**src/rtl/rf_black_widow_muldiv.sv**
```systemverilog
// rf_black_widow_muldiv: iterative radix-2 multiply/divide unit with tagged
// request/result handshake, divide fast paths and flush.
`default_nettype none

module rf_black_widow_muldiv #(
    parameter int WID  = 80,
    parameter int TAGW = 6
) (
    input  logic            clk_i,
    input  logic            rst_ni,
    input  logic            flush_i,
    input  logic            req_valid_i,
    output logic            req_ready_o,
    input  logic [2:0]      op_i,
    input  logic [WID-1:0]  a_i,
    input  logic [WID-1:0]  b_i,
    input  logic [TAGW-1:0] tag_i,
    output logic            res_valid_o,
    input  logic            res_ready_i,
    output logic [WID-1:0]  res_o,
    output logic [TAGW-1:0] tag_o,
    output logic            dbz_o
);

    localparam logic [2:0] c_OP_MUL   = 3'd0;
    localparam logic [2:0] c_OP_MULH  = 3'd1;
    localparam logic [2:0] c_OP_MULHU = 3'd2;
    localparam logic [2:0] c_OP_DIV   = 3'd3;
    localparam logic [2:0] c_OP_DIVU  = 3'd4;
    localparam logic [2:0] c_OP_REM   = 3'd5;
    localparam logic [2:0] c_OP_REMU  = 3'd6;
    localparam logic [2:0] c_OP_RSVD  = 3'd7;
    localparam logic [WID-1:0] c_CNT_INIT = WID'(WID - 1);
    localparam logic [WID-1:0] c_MOST_NEG = {1'b1, {(WID-1){1'b0}}};

    typedef enum logic [1:0] {
        S_IDLE  = 2'd0,
        S_CALC  = 2'd1,
        S_FIXUP = 2'd2,
        S_DONE  = 2'd3
    } state_e;

    state_e          state_q, state_d;
    logic [2:0]      op_q, op_d;
    logic [TAGW-1:0] tag_q, tag_d;
    logic            neg_q, neg_d;
    logic            fix_q, fix_d;
    logic            dbz_q, dbz_d;
    logic [WID-1:0]  cnt_q, cnt_d;
    logic [WID-1:0]  hi_q, hi_d;
    logic [WID-1:0]  lo_q, lo_d;
    logic [WID-1:0]  mag_q, mag_d;
    logic [WID-1:0]  res_q, res_d;

    logic            w_accept;
    logic            w_is_div_i, w_signed_i, w_ovf_i, w_div_q;
    logic [WID-1:0]  w_a_mag, w_b_mag;
    logic [WID:0]    w_sum, w_rsh, w_diff;

    assign w_accept    = req_valid_i && (state_q == S_IDLE) && !flush_i;
    assign req_ready_o = (state_q == S_IDLE) && !flush_i && rst_ni;
    assign res_valid_o = (state_q == S_DONE);
    assign res_o       = res_q;
    assign tag_o       = tag_q;
    assign dbz_o       = dbz_q;

    assign w_is_div_i = (op_i >= c_OP_DIV) && (op_i <= c_OP_REMU);
    assign w_div_q    = (op_q >= c_OP_DIV) && (op_q <= c_OP_REMU);
    assign w_signed_i = (op_i == c_OP_MULH) || (op_i == c_OP_DIV) || (op_i == c_OP_REM);
    assign w_a_mag    = (w_signed_i && a_i[WID-1]) ? -a_i : a_i;
    assign w_b_mag    = (w_signed_i && b_i[WID-1]) ? -b_i : b_i;
    assign w_ovf_i    = ((op_i == c_OP_DIV) || (op_i == c_OP_REM)) &&
                        (a_i == c_MOST_NEG) && (b_i == '1);

    // Multiply: {hi,lo} shifts right, lo holds the unconsumed multiplier bits.
    assign w_sum  = {1'b0, hi_q} + (lo_q[0] ? {1'b0, mag_q} : {(WID+1){1'b0}});
    // Divide: hi is the partial remainder, lo shifts dividend out and quotient in.
    assign w_rsh  = {hi_q, lo_q[WID-1]};
    assign w_diff = w_rsh - {1'b0, mag_q};

    always_comb begin
        state_d = state_q;
        op_d    = op_q;
        tag_d   = tag_q;
        neg_d   = neg_q;
        fix_d   = fix_q;
        dbz_d   = dbz_q;
        cnt_d   = cnt_q;
        hi_d    = hi_q;
        lo_d    = lo_q;
        mag_d   = mag_q;
        res_d   = res_q;

        case (state_q)
            S_IDLE: begin
                if (w_accept) begin
                    op_d  = op_i;
                    tag_d = tag_i;
                    dbz_d = 1'b0;
                    if (op_i == c_OP_RSVD) begin
                        res_d   = '0;
                        state_d = S_DONE;
                    end else if (w_is_div_i && (b_i == '0)) begin
                        res_d   = ((op_i == c_OP_DIV) || (op_i == c_OP_DIVU)) ? '1 : a_i;
                        dbz_d   = 1'b1;
                        state_d = S_DONE;
                    end else if (w_ovf_i) begin
                        res_d   = (op_i == c_OP_DIV) ? a_i : '0;
                        state_d = S_DONE;
                    end else begin
                        hi_d    = '0;
                        lo_d    = w_is_div_i ? w_a_mag : w_b_mag;
                        mag_d   = w_is_div_i ? w_b_mag : w_a_mag;
                        neg_d   = (op_i == c_OP_REM) ? a_i[WID-1] :
                                  ((op_i == c_OP_MULH) || (op_i == c_OP_DIV)) ?
                                  (a_i[WID-1] ^ b_i[WID-1]) : 1'b0;
                        cnt_d   = c_CNT_INIT;
                        state_d = S_CALC;
                    end
                end
            end
            S_CALC: begin
                if (w_div_q) begin
                    if (!w_diff[WID]) begin
                        hi_d = w_diff[WID-1:0];
                        lo_d = {lo_q[WID-2:0], 1'b1};
                    end else begin
                        hi_d = w_rsh[WID-1:0];
                        lo_d = {lo_q[WID-2:0], 1'b0};
                    end
                end else begin
                    hi_d = w_sum[WID:1];
                    lo_d = {w_sum[0], lo_q[WID-1:1]};
                end
                cnt_d = cnt_q - 1'b1;
                if (cnt_q == '0) begin
                    fix_d   = 1'b0;
                    state_d = S_FIXUP;
                end
            end
            S_FIXUP: begin
                // First cycle negates the full-width result, second selects the half.
                if (!fix_q) begin
                    fix_d = 1'b1;
                    if (neg_q) begin
                        if (w_div_q) begin
                            hi_d = -hi_q;
                            lo_d = -lo_q;
                        end else begin
                            {hi_d, lo_d} = -{hi_q, lo_q};
                        end
                    end
                end else begin
                    case (op_q)
                        c_OP_MUL:   res_d = lo_q;
                        c_OP_MULH:  res_d = hi_q;
                        c_OP_MULHU: res_d = hi_q;
                        c_OP_DIV:   res_d = lo_q;
                        c_OP_DIVU:  res_d = lo_q;
                        default:    res_d = hi_q;
                    endcase
                    state_d = S_DONE;
                end
            end
            S_DONE: begin
                if (res_ready_i) begin
                    state_d = S_IDLE;
                end
            end
            default: state_d = S_IDLE;
        endcase

        if (flush_i) begin
            state_d = S_IDLE;
            dbz_d   = 1'b0;
        end
    end

    always_ff @(posedge clk_i or negedge rst_ni) begin
        if (!rst_ni) begin
            state_q <= S_IDLE;
            op_q    <= '0;
            tag_q   <= '0;
            neg_q   <= 1'b0;
            fix_q   <= 1'b0;
            dbz_q   <= 1'b0;
            cnt_q   <= '0;
            hi_q    <= '0;
            lo_q    <= '0;
            mag_q   <= '0;
            res_q   <= '0;
        end else begin
            state_q <= state_d;
            op_q    <= op_d;
            tag_q   <= tag_d;
            neg_q   <= neg_d;
            fix_q   <= fix_d;
            dbz_q   <= dbz_d;
            cnt_q   <= cnt_d;
            hi_q    <= hi_d;
            lo_q    <= lo_d;
            mag_q   <= mag_d;
            res_q   <= res_d;
        end
    end

endmodule

`default_nettype wire

```
**config.mk**
```make
export PLATFORM = sky130hd
export DESIGN_NAME = rf_black_widow_muldiv
export DESIGN_NICKNAME = d
export VERILOG_FILES = /design/src/rtl/rf_black_widow_muldiv.sv
export SDC_FILE = /design/constraint.sdc
export NUM_CORES = 2
export LEC_CHECK = 0
export ABC_AREA = 1
export BUFFER_PORTS_ARGS = -buffer_cell sky130_fd_sc_hd__buf_2
export CAP_MARGIN = 25
export CELL_PAD_IN_SITES_DETAIL_PLACEMENT = 1
export CELL_PAD_IN_SITES_GLOBAL_PLACEMENT = 1
export CORE_AREA = 2 2 434 436
export DETAILED_ROUTE_END_ITERATION = 8
export DIE_AREA = 0 0 436 438
export GPL_TIMING_DRIVEN = 0
export PLACE_DENSITY = 0.68
export SYNTH_ARGS = -nofsm -noshare
export SYNTH_HDL_FRONTEND = slang
export SYNTH_SLANG_ARGS = --single-unit
```
**constraint.sdc**
```tcl
create_clock -name clk_i -period 2.7 [get_ports clk_i]
set_clock_uncertainty 0.05 [all_clocks]
set_input_delay 0.135 -clock clk_i [delete_from_list [all_inputs] [get_ports clk_i]]
set_output_delay 0.135 -clock clk_i [all_outputs]
set_load 0.005 [all_outputs]
```
# Word-level counts from Yosys, hierarchy flattened
# Cells that the tools add are included.
# classes
n_addsub,8
order_cmp,4
n_eq_ne,25
mux,57
bitwise,4
n_reduce_logical,35
# ops
cell,count
two-way mux 80 bit,34
one-hot mux 80 bit (3 select lines),2
negation 80 bit,4
one-hot mux 80 bit (2 select lines),2
equality test 80 bit (second input constant),2
zero test 80 bit,2
negation 160 bit,1
adder 80 x 80 -> 81 bit,1
subtractor 81 x 80 -> 81 bit,1
subtractor 80 x 1 -> 80 bit (second input constant),1
two-way mux 2 bit,8
!= test 2 bit (second input constant),8
equality test 3 bit (second input constant),4
logical AND 1 bit,11
AND reduction 5 bit,2
nonzero test 2 bit,5
two-way mux 1 bit,9
!= test 3 bit (second input constant),3
one-hot mux 2 bit (4 select lines),1
AND reduction 4 bit,2
AND reduction 7 bit,1
equality test 3 x 2 -> 1 bit (second input constant),2
greater-or-equal comparator 3 x 2 -> 1 bit (second input constant),2
<= comparator 3 bit (second input constant),2
15 further kinds,23
# word_totals
register_bits,414
in_bits,174
out_inout_bits,89
elab_cells,144

# Depth between registers and ports, before layout
# depth
ltp_word,11
mapped_depth,26
mapped_depth_nobuf,24

# Worst setup path before layout
# Ideal clock, no wire load.
# synth_timing
path_kind,reg2reg
start,register lo_q[0]
end,register hi_q[63]
setup_ns,0.116
arrival_time_ns,2.776
slack_ns,-0.242
stages_incl_launch_ff,27
path_buffers,2
cell_sequence,dfrtp_1 clkbuf_1 clkbuf_1 nand2_1 inv_1 ha_1 fa_1 nand2_1 inv_1 nand2_1 nand2_1 nand2_1 nand3_1 nand2_1 nand2_1 nand2_1 nand2_1 nand2_1 nand2_1 nand2_1 nand2_1 nand2_1 nand3_1 nand3_1 nand2_1 nand2_1 nand2_1
# synth_via
elab_chain_len,5
word_cells_on_any_way,8
# synth_rtl
element,line_no,source
"start, declared",51,"logic [WID-1:0] lo_q, lo_d;"
"start signal, assigned",201,lo_q <= lo_d;
negation 160 bit,150,"{hi_d, lo_d} = -{hi_q, lo_q};"
two-way mux 80 bit,146,if (w_div_q) begin
two-way mux 80 bit,145,if (neg_q) begin
two-way mux 80 bit,143,if (!fix_q) begin
one-hot mux 80 bit (3 select lines) (*),94,case (state_q)
"end signal, assigned",200,hi_q <= hi_d;
"end, declared",50,"logic [WID-1:0] hi_q, hi_d;"
# Mark *: on every way between the ends. The rest lies on a longest branch, timed or not. The select of a mux whose other input is x is not followed.
# A chain may end at the register's enable or synchronous reset.

# Worst setup path in the final report
# layout_timing
start,register lo_q[0]
end,register hi_q[78]
# Same word-level chain as after synthesis.

==> flow_summary.json <==
{
  "layout_setup_ws_ps": -1019,
  "tightest_slew_ps": 1268,
  "detail_route.first_pass.iterations": 6,
  "layout_commonest_cell": "nand2_1",
  "timing.rr.start": "lo_q[0]",
  "hp-class": "input port to flop",
  "htree_levels": 2,
  "pwr-share-comb_pct": 81.9,
  "numCtsBuffers": 56,
  "cp-end-kind": "flop",
  "synth_area_um2": 53640,
  "r2r_end": "hi_q[78]",
  "yosys_most_used_dff": "dfrtp_1",
  "holdPathStages": 4,
  "synth.avg_cell_area_um2": 5.567,
  "r2r_cells": 20,
  "root_buffer": "clkbuf_16",
  "final_hold_viol_count": 2,
  "outcome": "complete, but fails checks",
  "met1_usage_pct": 56.88,
  "p_int_mw": 42.70,
  "io_buffers": 261,
  "synth_edf_count": 0,
  "start_util_pct": 28.75,
  "yosys_warnings": 0,
  "max_freq_ghz": 0.2689,
  "grt_max_degree": 120,
  "grt_overflow": 0,
  "dpl.cell_count": 12450,
  "worstHoldStart": "a_i[38]",
  "power.net_switching_mw": 76.52,
  "drt-initial-drc-count": 9190,
  "seqPwrFrac_pct": 11.3,
  "setup_viol": 193,
  "die_w_um": 436,
  "synth-seq-cells": 414,
  "worstSetupStartpointType": "flop",
  "drc": 0,
  "wirelength_um": 490800,
  "syn_nets": 9982,
  "dp_hpwl_um": 394100,
  "critPathArrivalTime_ps": 4310,
  "dpl_cell_area_um2": 59270,
  "core.rowCount": 159,
  "ios": 263,
  "most-common-layout-cells": "nand2_1, nor2_1, inv_1",
  "antenna_found_initial": 57,
  "num_vias": 78600,
  "fin_cells": 13180,
  "grt_pass1_vias": 75300,
  "violations": "hold timing, setup timing",
  "async_flop_share_pct": 100.0,
  "die_h_um": 438,
  "dieArea_um2": 191000,
  "required_ps": 3290,
  "powerDensity_nw_per_um2": 1543,
  "cts.sinks": 414,
  "fillers": 24310,
  "cts_max_path_buffers": 3,
  "synth_cells": 9635,
  "p_sw_share_pct": 64.19,
  "place.gp.congestion": 1.153,
  "design.core.area_um2": 186600,
  "viasPerCell": 5.964,
  "final_design_area_no_fill_um2": 77270,
  "area_growth_pct": 44.06,
  "ir_drop_mv": 0.8795,
  "drive_gt1_share_pct": 27.87,
  "clk_latency_ps": 760,
  "grt_use_total_pct": 48.85,
  "grt_util_met2_pct": 71.35,
  "clkPwrFrac_pct": 6.8,
  "top_usage_layer": "met2",
  "synth-seq-area-share_pct": 19.31,
  "path_class": "flop to flop",
  "grt_setup_unrepaired": "yes",
  "final_nets": 10960,
  "use_met3_pct": 15.20,
  "whs_endpoint": "mag_q[38]",
  "clkTransAtPathRegs_ps": 60,
  "slew_viol_final": 0,
  "maxCapViolations": 0,
  "antenna_left": 0,
  "hold_slack_ps": -17.06,
  "final.period_utilization_pct": 137.7,
  "p_leak_nw": 35.11,
  "cp_max_fo": 8,
  "wl_per_cell_um": 37.24,
  "synth_cell_types": 59,
  "cts_tree": "yes",
  "max-slew-margin-rel_pct": 14.55,
  "r2r_slack_ps": -1020,
  "fin_crit_ps": 3719,
  "grt_first_pass_wirelength_um": 644200
}
-- how the worst max path moves through the flow --
stage	start	endpoint	slack, ps	cells after the start
2_1_floorplan	lo_q[0]	hi_q[63]	-20	26
3_3_place_gp	rst_ni	hi_q[0]	-8860	1
3_5_place_dp	lo_q[1]	hi_q[48]	-2840	16
4_1_cts	lo_q[0]	hi_q[68]	-770	20
5_1_grt	lo_q[0]	hi_q[76]	-1080	19
6_report	lo_q[0]	hi_q[78]	-1020	20
-- cell usage after synthesis, drive strengths merged (11+ instances only) --
library cell  number  area (um^2)
nand2           2830        10630
nor2            1420         5373
inv             1224         4594
o21ai            814         4085
nand3            790         3959
dfrtp            414        10360
a21oi            412         2062
xor2             269         2356
clkbuf           238        893.4
nand4            231         1451
ha               171         2140
nor3             148        778.3
buf              116        649.4
xnor2             88        770.7
o22ai             85        531.8
o211ai            75        568.0
nor4              54        337.8
a32oi             41        359.1
mux2              36        412.9
nand3b            27        202.7
o21bai            25        187.7
or2               21        131.4
a31oi             20        125.1
o21a              15        112.6
nor3b             13        97.59
o32ai             11        96.34
-- stage by stage --
stage	utilization [%]	setup WS (ps)	total power [mW]	setup TNS, ps
2_1_floorplan	-	-21.70	46.07	-28.47
3_3_place_gp	31.16	-8862	79.60	-4007520
3_5_place_dp	31.76	-2840	81.31	-711500
4_1_cts	37.47	-771.4	103.0	-189820
5_1_grt	41.38	-1084	121.2	-79320
6_report	41.41	-1019	119.2	-72740
-- registers in the layout, summed over array words and instances (netlist names) --
signal	cells
cnt_q	80
hi_q	80
lo_q	80
mag_q	80
res_o	80
tag_o	6
op_q	3
state_q	2
dbz_o	1
fix_q	1
neg_q	1
-- routing by layer --
layer  routed length [um]  vias up
met5                  233        -
met1               181300    38770
met2               198900     4815
li1                     -    33290
met4                57500       32
met3                52910     1699
-- final cells by class --
type                       count  area, um^2  share of cell area [%]
multi-input combinational   7642       46540                   60.23
sequential                   414       10690                   13.83
timing repair buffer         931        7981                   10.33
inverter                    1226        4865                   6.295
tap                         2495        3122                   4.040
buffer                       342        2122                   2.746
clock buffer                  78        1625                   2.103
clock inverter                26       264.0                  0.3417
antenna                       25       62.56                 0.08096
-- kinds of logic (layout without fill, tap and decap cells) --
| group | Yosys count | in the layout | synth area share [%] |
|---|---|---|---|
| simple gates | 5546 | 5547 | 42.96 |
| buf+inv | 1580 | 2603 | 11.46 |
| compound gates | 1529 | 1529 | 15.60 |
| flops | 414 | 414 | 19.31 |
| xor+xnor | 357 | 357 | 5.829 |
| fa+ha+maj | 173 | 173 | 4.063 |
| mux | 36 | 36 | 0.7697 |
| other cells | 0 | 25 | 0 |
-- power by group through the flow --
stage                     clock network, mW  logic (mW)  registers, mW
after floorplan                           0        35.7           10.4
after global routing                   8.26        99.6           13.4
after global placement                    0        65.2           14.4
after CTS                              8.02        82.0           13.0
final                                  8.08        97.6           13.5
after detailed placement                  0        67.4           13.9
-- timing repair --
| action | 4_1_cts | 5_1_grt |
|---|---|---|
| pin swaps | 186 | 361 |
| setup endpoints to repair | 404 | 405 |
| endpoints found under the hold margin | 149 | 110 |
| gates resized for setup | 1565 | 1513 |
| gates cloned | 5 | 9 |
| setup buffers | 251 | 285 |
| hold buffers | 55 | 2 |
-- critical path, cell delays in order (launching register included) --
cell	delay, ps
dfrtp_2	420
clkbuf_16	190
clkbuf_16	180
buf_4	150
nand2_2	80
clkinvlp_4	420
ha_4	510
nand2_2	80
nor3_4	220
inv_1	80
nor2_2	160
nand2_2	100
nor3_2	110
nand2_1	110
a21oi_2	180
nor2_4	70
nor2_2	180
nand2_2	100
nand2_1	70
nand2_1	50
nand2_1	60
Power figures use the tool's default switching activity.
